## config.mk

```make
export PLATFORM = sky130hd
export DESIGN_NAME = bcd_serial_subtractor
export DESIGN_NICKNAME = d
export VERILOG_FILES = /design/src/rtl/bcd_pkg.sv /design/src/rtl/bcd_digit_sub.sv /design/src/rtl/bcd_serial_subtractor.sv
export SDC_FILE = /design/constraint.sdc
export NUM_CORES = 1
export LEC_CHECK = 0
export CAP_MARGIN = 20
export CORE_MARGIN = 3
export CORE_UTILIZATION = 40
export CTS_BUF_LIST = sky130_fd_sc_hd__clkbuf_8
export CTS_CLUSTER_DIAMETER = 150
export CTS_CLUSTER_SIZE = 40
export DETAILED_ROUTE_END_ITERATION = 10
export GPL_TIMING_DRIVEN = 0
export PLACE_DENSITY = 0.66
export SLEW_MARGIN = 20
export SYNTH_ARGS = -nofsm -noshare
export SYNTH_HDL_FRONTEND = slang
export SYNTH_SLANG_ARGS = --single-unit
```

## constraint.sdc

```tcl
create_clock -name clk -period 2.79 [get_ports clk]
set_input_delay 0.4185 -clock clk [delete_from_list [all_inputs] [get_ports clk]]
set_output_delay 0.4185 -clock clk [all_outputs]
set_load 0.05 [all_outputs]
```

## src/rtl/bcd_pkg.sv

```systemverilog
// Shared BCD definitions: FSM state encoding, digit constants and a digit-validity helper.
package bcd_pkg;

  typedef enum logic [2:0] {
    IDLE,
    CHECK,
    SUB,
    NEGATE,
    DONE
  } state_e;

  localparam logic [3:0] BCD_MAX  = 4'd9;
  localparam logic [4:0] BCD_BASE = 5'd10;

  function automatic logic is_bcd_digit(input logic [3:0] v);
    return (v <= BCD_MAX);
  endfunction

endpackage

```

## src/rtl/bcd_digit_sub.sv

```systemverilog
// One BCD digit of x - y - bin with decimal borrow correction.
module bcd_digit_sub
  import bcd_pkg::*;
(
  input  logic [3:0] x,
  input  logic [3:0] y,
  input  logic       bin,
  output logic [3:0] d,
  output logic       bout
);

  logic signed [4:0] t;

  // Range is -16..15, so the 5-bit signed intermediate never wraps.
  always_comb begin
    t    = signed'({1'b0, x} - {1'b0, y} - {4'b0000, bin});
    bout = (t < 0);
    d    = bout ? 4'(t + signed'(BCD_BASE)) : t[3:0];
  end

endmodule

```

## src/rtl/bcd_serial_subtractor.sv

```systemverilog
// Digit-serial packed-BCD subtractor returning sign-magnitude |A-B| with a start/done handshake.
module bcd_serial_subtractor
  import bcd_pkg::*;
#(
  parameter int DIGITS = 2
) (
  input  logic                clk,
  input  logic                rst_n,
  input  logic                start,
  input  logic [4*DIGITS-1:0] A,
  input  logic [4*DIGITS-1:0] B,
  output logic                busy,
  output logic                done,
  output logic [4*DIGITS-1:0] DIFF,
  output logic                NEG,
  output logic                INVALID
);

  localparam int W  = 4 * DIGITS;
  localparam int IW = (DIGITS > 1) ? $clog2(DIGITS) : 1;
  localparam logic [IW-1:0] LAST_IDX = IW'(DIGITS - 1);

  state_e          state_q, state_d;
  logic [W-1:0]    a_q, a_d;
  logic [W-1:0]    b_q, b_d;
  logic [W-1:0]    diff_q, diff_d;
  logic [IW-1:0]   idx_q, idx_d;
  logic            borrow_q, borrow_d;
  logic            neg_q, neg_d;
  logic            invalid_q, invalid_d;

  logic [3:0]      op_x, op_y, dig;
  logic            dig_bout;
  logic            any_bad;

  // SUB works on a_i - b_i; NEGATE reuses the same digit unit as 0 - d_i.
  always_comb begin
    op_x = (state_q == NEGATE) ? 4'd0 : a_q[idx_q*4 +: 4];
    op_y = (state_q == NEGATE) ? diff_q[idx_q*4 +: 4] : b_q[idx_q*4 +: 4];
  end

  bcd_digit_sub u_digit (
    .x    (op_x),
    .y    (op_y),
    .bin  (borrow_q),
    .d    (dig),
    .bout (dig_bout)
  );

  always_comb begin
    any_bad = 1'b0;
    for (int k = 0; k < DIGITS; k++) begin
      if (!is_bcd_digit(a_q[k*4 +: 4]) || !is_bcd_digit(b_q[k*4 +: 4])) any_bad = 1'b1;
    end
  end

  always_comb begin
    state_d   = state_q;
    a_d       = a_q;
    b_d       = b_q;
    diff_d    = diff_q;
    idx_d     = idx_q;
    borrow_d  = borrow_q;
    neg_d     = neg_q;
    invalid_d = invalid_q;
    case (state_q)
      IDLE: begin
        if (start) begin
          a_d     = A;
          b_d     = B;
          state_d = CHECK;
        end
      end
      CHECK: begin
        diff_d    = '0;
        neg_d     = 1'b0;
        idx_d     = '0;
        borrow_d  = 1'b0;
        invalid_d = any_bad;
        state_d   = any_bad ? DONE : SUB;
      end
      SUB: begin
        diff_d[idx_q*4 +: 4] = dig;
        borrow_d             = dig_bout;
        idx_d                = idx_q + IW'(1);
        if (idx_q == LAST_IDX) begin
          if (dig_bout) begin
            // A < B: the partial result is the ten's complement of the magnitude.
            neg_d    = 1'b1;
            idx_d    = '0;
            borrow_d = 1'b0;
            state_d  = NEGATE;
          end else begin
            state_d = DONE;
          end
        end
      end
      NEGATE: begin
        diff_d[idx_q*4 +: 4] = dig;
        borrow_d             = dig_bout;
        idx_d                = idx_q + IW'(1);
        if (idx_q == LAST_IDX) begin
          idx_d    = '0;
          borrow_d = 1'b0;
          state_d  = DONE;
        end
      end
      DONE:    state_d = IDLE;
      default: state_d = IDLE;
    endcase
  end

  always_ff @(posedge clk or negedge rst_n) begin
    if (!rst_n) begin
      state_q   <= IDLE;
      a_q       <= '0;
      b_q       <= '0;
      diff_q    <= '0;
      idx_q     <= '0;
      borrow_q  <= 1'b0;
      neg_q     <= 1'b0;
      invalid_q <= 1'b0;
    end else begin
      state_q   <= state_d;
      a_q       <= a_d;
      b_q       <= b_d;
      diff_q    <= diff_d;
      idx_q     <= idx_d;
      borrow_q  <= borrow_d;
      neg_q     <= neg_d;
      invalid_q <= invalid_d;
    end
  end

  assign busy    = (state_q == CHECK) || (state_q == SUB) || (state_q == NEGATE);
  assign done    = (state_q == DONE);
  assign DIFF    = diff_q;
  assign NEG     = neg_q;
  assign INVALID = invalid_q;

endmodule

```

==> results of run 1 <==
stage by stage:
stage          hold WS, ns  setup WS (ns)   TNS, ns  cell area (um^2)    util
4_1_cts             0.1963      0.0003009         0              2151  0.5621
3_3_place_gp        0.4818        -0.3041    -2.090              2027  0.5298
6_report            0.1681        0.05639         0              2231  0.5831
2_1_floorplan       0.1229       0.005387         0              1667       -
3_5_place_dp        0.4872        -0.3318    -2.498              2022  0.5285
5_1_grt             0.2329       -0.05282  -0.08152              2231  0.5831
final cells by class:
cell class / instances / area (um^2)
Buffer: 6 / 51.30
Fill cell: 319 / 1595
Inverter: 7 / 26.28
Timing Repair Buffer: 36 / 340.3
Sequential cell: 31 / 777.0
Tap cell: 48 / 60.06
Multi-Input combinational cell: 101 / 875.8
Clock inverter: 1 / 3.754
Clock buffer: 7 / 96.34
path summary, 6_finish.rpt:
kind                         endpoint  slack, ns
max reg2reg                   DIFF[5]       0.06
min                          borrow_q       0.17
max                           DIFF[5]       0.06
min reg2reg                       NEG       0.50
min in group clk                  NEG       0.50
max in group asynchronous  state_q[2]       2.15
state kept, by name (all words and copies together) (netlist names):
register	cells
a_q	8
b_q	8
DIFF	8
INVALID	1
NEG	1
state_q	3
borrow_q	1
idx_q	1
worst max-delay path, cell delays in order (launching register included):
cell	delay, ns
dfrtp_1	0.35
buf_6	0.13
buf_8	0.10
mux2_2	0.32
nand2_1	0.09
fa_2	0.20
inv_2	0.05
fa_2	0.34
nand2b_4	0.16
a211o_1	0.34
and2_4	0.21
xor2_2	0.15
o21ai_0	0.19
cells by family (layout without fill, tap and decap cells):
logic type	count (synthesis)	after routing	synth area share
DFF	31	31	0.4658
and+or+nand+nor	35	35	0.1022
AOI/OAI and AO/OA	30	30	0.1074
buffers and inverters	14	57	0.03982
xor gates and xnor gates	4	4	0.02104
muxes	25	25	0.2021
adders and majority gates	7	7	0.06161
placed cells by master (no fill, tap or decap), types with 2 or more instances in the layout:
master / netlist / layout
nor3_1: 2 / 2
and2_1: 4 / 3
dfrtp_1: 31 / 30
a21oi_1: 5 / 4
mux2_2: 19 / 19
buf_4: 0 / 8
buf_2: 4 / 3
ha_1: 5 / 4
xnor2_1: 2 / 2
clkdlybuf4s50_1: 0 / 29
nand2_1: 15 / 15
nor2_1: 5 / 5
fa_2: 0 / 2
o21ai_1: 0 / 2
inv_1: 7 / 7
and3_1: 2 / 2
mux4_2: 2 / 3
o21ai_0: 18 / 16
clkbuf_8: 0 / 7
routing by layer:
layer,part of all wire,track usage,up-vias,wire [um]
li1,-,-,596,-
met1,0.46,0.1978,621,1744
met2,0.48,0.2495,34,1833
met3,0.048,0.05180,6,182
met4,0.017,0.05745,0,64
met5,0,0,-,0
what timing repair did:
item,4_1_cts,5_1_grt
gates cloned,0,0
pin swaps,4,5
buffers inserted,0,6
setup endpoints to repair,11,8
resized for setup,7,17
==> impl_metrics.csv, run 1 <==
group,metric,value,unit
run_status,status,"completed",
global_route,grt.overflow.total,0,
synthesis,synth.distinct_cells,35,
synthesis,synth_top_cell_by_area,"dfrtp_1",
global_route,antenna_found_initial,0,
synthesis,syn-mean-instance-area,11.41,um^2
placed_design,gp_congestion,0.8333,
setup_path,critPathKind,"register to register",
floorplanning,coreArea,3826,um^2
cts,cts_tree,"done",
floorplanning,die_area,4974,um^2
global_route,grt_pass1_wl,6016,um
detailed_routing,avgRoutedWirePerCell,16.14,um
global_route,grt_max_degree,32,
setup_path,endpoint_kind,"register",
sta,setup_viol,0,
setup_path,r2r_cells,12,
sta,hold_viol,0,
finish,syn_to_final_growth,33.96,%
finish,instances_no_fill,237,
sta,fin_skew,0.005259,ns
sta,rsz0062_at_grt,"yes",
setup_path,cp_max_fo,6,
synthesis,yosys_warnings,0,
synthesis,synth-seq-cells,31,
synthesis,synth_nets,172,
run,drv_cap,0,
synthesis,synthTopCellsByArea,"dfrtp_1, mux2_2, o21ai_0, ha_1, nand2_1",
cts,clockRootBuffer,"clkbuf_8",
sta,fmaxAchievable,0.3658,GHz
floorplanning,rows,22,
detailed_routing,vias,1257,
sta,slew_viol_final,0,
synthesis,yosysMostFrequentCell,"dfrtp_1",
placed_design,dp.final_hpwl,2723,um
setup_path,cp-start-kind,"register",
floorplanning,die_x,70.53,um
placed_design,place_inst,224,
finish,layout-drive-gt1-share,0.2963,
worst_hold_path,hold_class,"input port to asynchronous set/reset pin",
cts,clk_pin_slew,0.07,ns
finish,diodes,0,
synthesis,synth_common_cells,"dfrtp_1, mux2_2, o21ai_0, nand2_1, inv_1",
synthesis,synthCells,146,
floorplanning,start_util,0.4353,
cts,cts_buffers,5,
detailed_routing,wirelength,3824,um
placed_design,io_buffers,30,
setup_path,worstSetupStartpoint,"idx_q",
finish,nets,214,
setup_path,cp.arrival,2.93,ns
cts,hold_buffers,0,
sta,tightest_slew,0.6740,ns
synthesis,synth.top_cell.area_share,0.4658,
global_route,grt.total_usage,0.1564,
cts,htreeDepth,2,
cts,cts.sink_count,31,
synthesis,synthArstFlopShare,1.000,
floorplanning,num_io_pins,31,
sta,period_minus_slack,2.734,ns
setup_path,reg2reg_from,"idx_q",
synthesis,synth_ff_type,"dfrtp_1",
detailed_routing,dr.first_iter.drc_count,54,
detailed_routing,drtAntennaViolNets,0,
synthesis,synth_edf_count,0,
cts,clk-insertion-delay-late,0.29,ns
floorplanning,die_y,70.53,um
sta,fin_crit_sh,0.9798,
detailed_routing,via_per_inst,5.304,
detailed_routing,drtPass1Iterations,4,
synthesis,netlist_area,1665,um^2
sta,slew_headroom,0.5507,
cts,cts_max_path_buffers,2,
global_route,grt_pass1_vias,1298,
synthesis,yosysSeqAreaShare,0.4658,
setup_path,required,2.99,ns
detailed_routing,route.detailed.drc,0,
Power of run 1 is left out: the tool's default activity adds up to more than one toggle a clock period on the data nets, which glitch-free logic cannot reach.
==> run 2, diff against run 1 <==
--- a/config.mk
+++ b/config.mk
@@ -7,13 +7,14 @@
 export LEC_CHECK = 0
 export CAP_MARGIN = 20
 export CORE_MARGIN = 3
-export CORE_UTILIZATION = 40
+export CORE_UTILIZATION = 48
 export CTS_BUF_LIST = sky130_fd_sc_hd__clkbuf_8
 export CTS_CLUSTER_DIAMETER = 150
 export CTS_CLUSTER_SIZE = 40
 export DETAILED_ROUTE_END_ITERATION = 10
+export GPL_ROUTABILITY_DRIVEN = 0
 export GPL_TIMING_DRIVEN = 0
-export PLACE_DENSITY = 0.66
+export PLACE_DENSITY = 0.77
 export SLEW_MARGIN = 20
 export SYNTH_ARGS = -nofsm -noshare
 export SYNTH_HDL_FRONTEND = slang
==> run 2 against run 1 <==
Effect of this change:
- routed wire length increased by 13%
- die area is 15% lower
- maximum frequency is essentially flat
- global-route usage up 5.8 points
- setup slack about the same
- via count grew 11%
- non-clock buffer count grew 10
- hold slack improved by 0.00066 ns
- critical endpoint is now DIFF[2]
==> impl_metrics.csv, run 2 (synthesis results as in run 1) <==
group,metric,value,unit
run_status,status,"completed",
sta,hold_viol,0,
sta,hold_slack,0.1687,ns
sta,setup_tns,0,ns
cts,cts_buffers,5,
finish,multi_input_area,884.6,um^2
setup_path,endpoint_kind,"register",
floorplanning,die_x,64.90,um
finish,syn_to_final_growth,39.74,%
floorplanning,die_area,4212,um^2
placed_design,io_buffers,30,
floorplanning,die_y,64.90,um
finish,layout_common_cells,"dfrtp_1, clkdlybuf4s50_1, mux2_2",
sta,period_minus_slack,2.733,ns
finish,num-fill-cells,223,
global_route,grt_pass1_wl,6568,um
setup_path,crit_chain,"nand3b_4, buf_6, mux4_2, ha_1, inv_1, ha_4, a211o_1, and2_4, mux2i_2, o21ai_1",
setup_path,cp-start-kind,"register",
setup_path,required,2.96,ns
placed_design,dp.final_hpwl,2834,um
cts,clk_pin_slew,0.07,ns
setup_path,slowest_delay,0.44,ns
cts,hold_buffers,0,
setup_path,cp.arrival,2.90,ns
finish,nets,224,
global_route,grt.overflow.total,0,
detailed_routing,avgRoutedWirePerCell,17.74,um
cts,clk-insertion-delay-late,0.29,ns
sta,slew_headroom,0.5463,
cts,htreeDepth,2,
detailed_routing,wirelength,4312,um
finish,diodes,0,
sta,tightest_slew,0.6806,ns
setup_path,critPathKind,"register to register",
sta,setup_viol,0,
floorplanning,coreArea,3178,um^2
detailed_routing,drtAntennaViolNets,0,
global_route,grt.total_usage,0.2144,
setup_path,cp_slowest_cell,"dfrtp_2",
cts,cts.sink_count,31,
cts,clockRootBuffer,"clkbuf_8",
cts,cts_max_path_buffers,2,
finish,stdcell_area,2327,um^2
detailed_routing,dr.first_iter.drc_count,85,
worst_hold_path,hold_class,"input port to asynchronous set/reset pin",
run,drv_cap,0,
sta,fmaxAchievable,0.3658,GHz
floorplanning,start_util,0.5240,
detailed_routing,route.detailed.drc,0,
detailed_routing,via_per_inst,5.728,
finish,final_util,0.7323,
global_route,grt_max_degree,32,
setup_path,cp_max_fo,6,
finish,final_common_cell,"dfrtp_1",
global_route,antenna_found_initial,0,
placed_design,placed_area,2017,um^2
sta,fin_skew,0.006448,ns
floorplanning,rows,20,
sta,fin_crit_sh,0.9797,
floorplanning,num_io_pins,31,
cts,cts_tree,"done",
sta,slew_viol_final,0,
finish,seq_area,777.0,um^2
detailed_routing,drtPass1Iterations,4,
detailed_routing,vias,1392,
finish,layout-drive-gt1-share,0.3417,
global_route,grt_pass1_vias,1415,
## run 2: changes by cell type in the layout (fill, tap and decap cells not counted), moves of 2 or more
| cell | before | now |
|---|---|---|
| buf_4 | 8 | 16 |
| buf_6 | 1 | 3 |
| o21ai_0 | 16 | 14 |
| o21ai_1 | 2 | 4 |
## run 2: worst max-delay path: cells and delay by family, from the launching register on
kind	cells	cell delay [ns]
DFF	1	0.44
buffers and inverters	2	0.27
AOI/OAI and AO/OA	2	0.43
muxes	2	0.49
adders and majority gates	2	0.55
and+or+nand+nor	2	0.41
## run 2: per-layer routing
metal / routed length [um] / global-route usage / vias up / share of wire
met3: 306 / 0.06586 / 10 / 0.071
met1: 1696 / 0.2461 / 700 / 0.39
met4: 84 / 0.09763 / 0 / 0.019
met5: 0 / 0 / - / 0
met2: 2223 / 0.3640 / 63 / 0.52
li1: - / - / 619 / -
## run 2: metrics by stage
stage / instances / worst slack, ns
finish: 243 / 0.05652
global route: 243 / -0.02888
CTS: 231 / -0.002433
detailed placement: 220 / -0.3762
global placement: 220 / -0.2662
floorplan: 146 / 0.005387
## run 2: path summary, 6_finish.rpt
check | startpoint | end | slack, ns | depth (start not counted)
min in group clk | NEG | NEG | 0.50 | 1
setup reg to reg | state_q[2] | DIFF[2] | 0.06 | 10
max in group asynchronous | rst_n | state_q[2] | 2.15 | 1
setup / recovery | state_q[2] | DIFF[2] | 0.06 | 10
hold reg to reg | NEG | NEG | 0.50 | 1
hold / removal | rst_n | state_q[0] | 0.17 | 1
## run 2: layout make-up
| cell class | instances | area share |
|---|---|---|
| repair buffers | 46 | 0.1801 |
| well taps | 44 | 0.02366 |
| clock inverters | 1 | 0.001613 |
| inverters | 7 | 0.01129 |
| clock buffers | 7 | 0.04140 |
| flip-flops and latches | 31 | 0.3339 |
| multi-input cells | 101 | 0.3801 |
| plain buffers | 6 | 0.02796 |
## run 2: what timing repair did
action,4_1_cts,5_1_grt
setup endpoints to repair,11,11
pin swaps,0,9
resized for setup,12,18
gates cloned,0,0
setup buffers,4,12
Power of run 2 is left out for the same reason.
==> run 3, diff against run 2 <==
--- a/config.mk
+++ b/config.mk
@@ -5,6 +5,7 @@
 export SDC_FILE = /design/constraint.sdc
 export NUM_CORES = 1
 export LEC_CHECK = 0
+export ABC_CLOCK_PERIOD_IN_PS = 2790
 export CAP_MARGIN = 20
 export CORE_MARGIN = 3
 export CORE_UTILIZATION = 48
==> results of run 3 <==
The final DEF is identical to that of run 2; final timing and power are the same.
Power of run 3 is left out for the same reason.
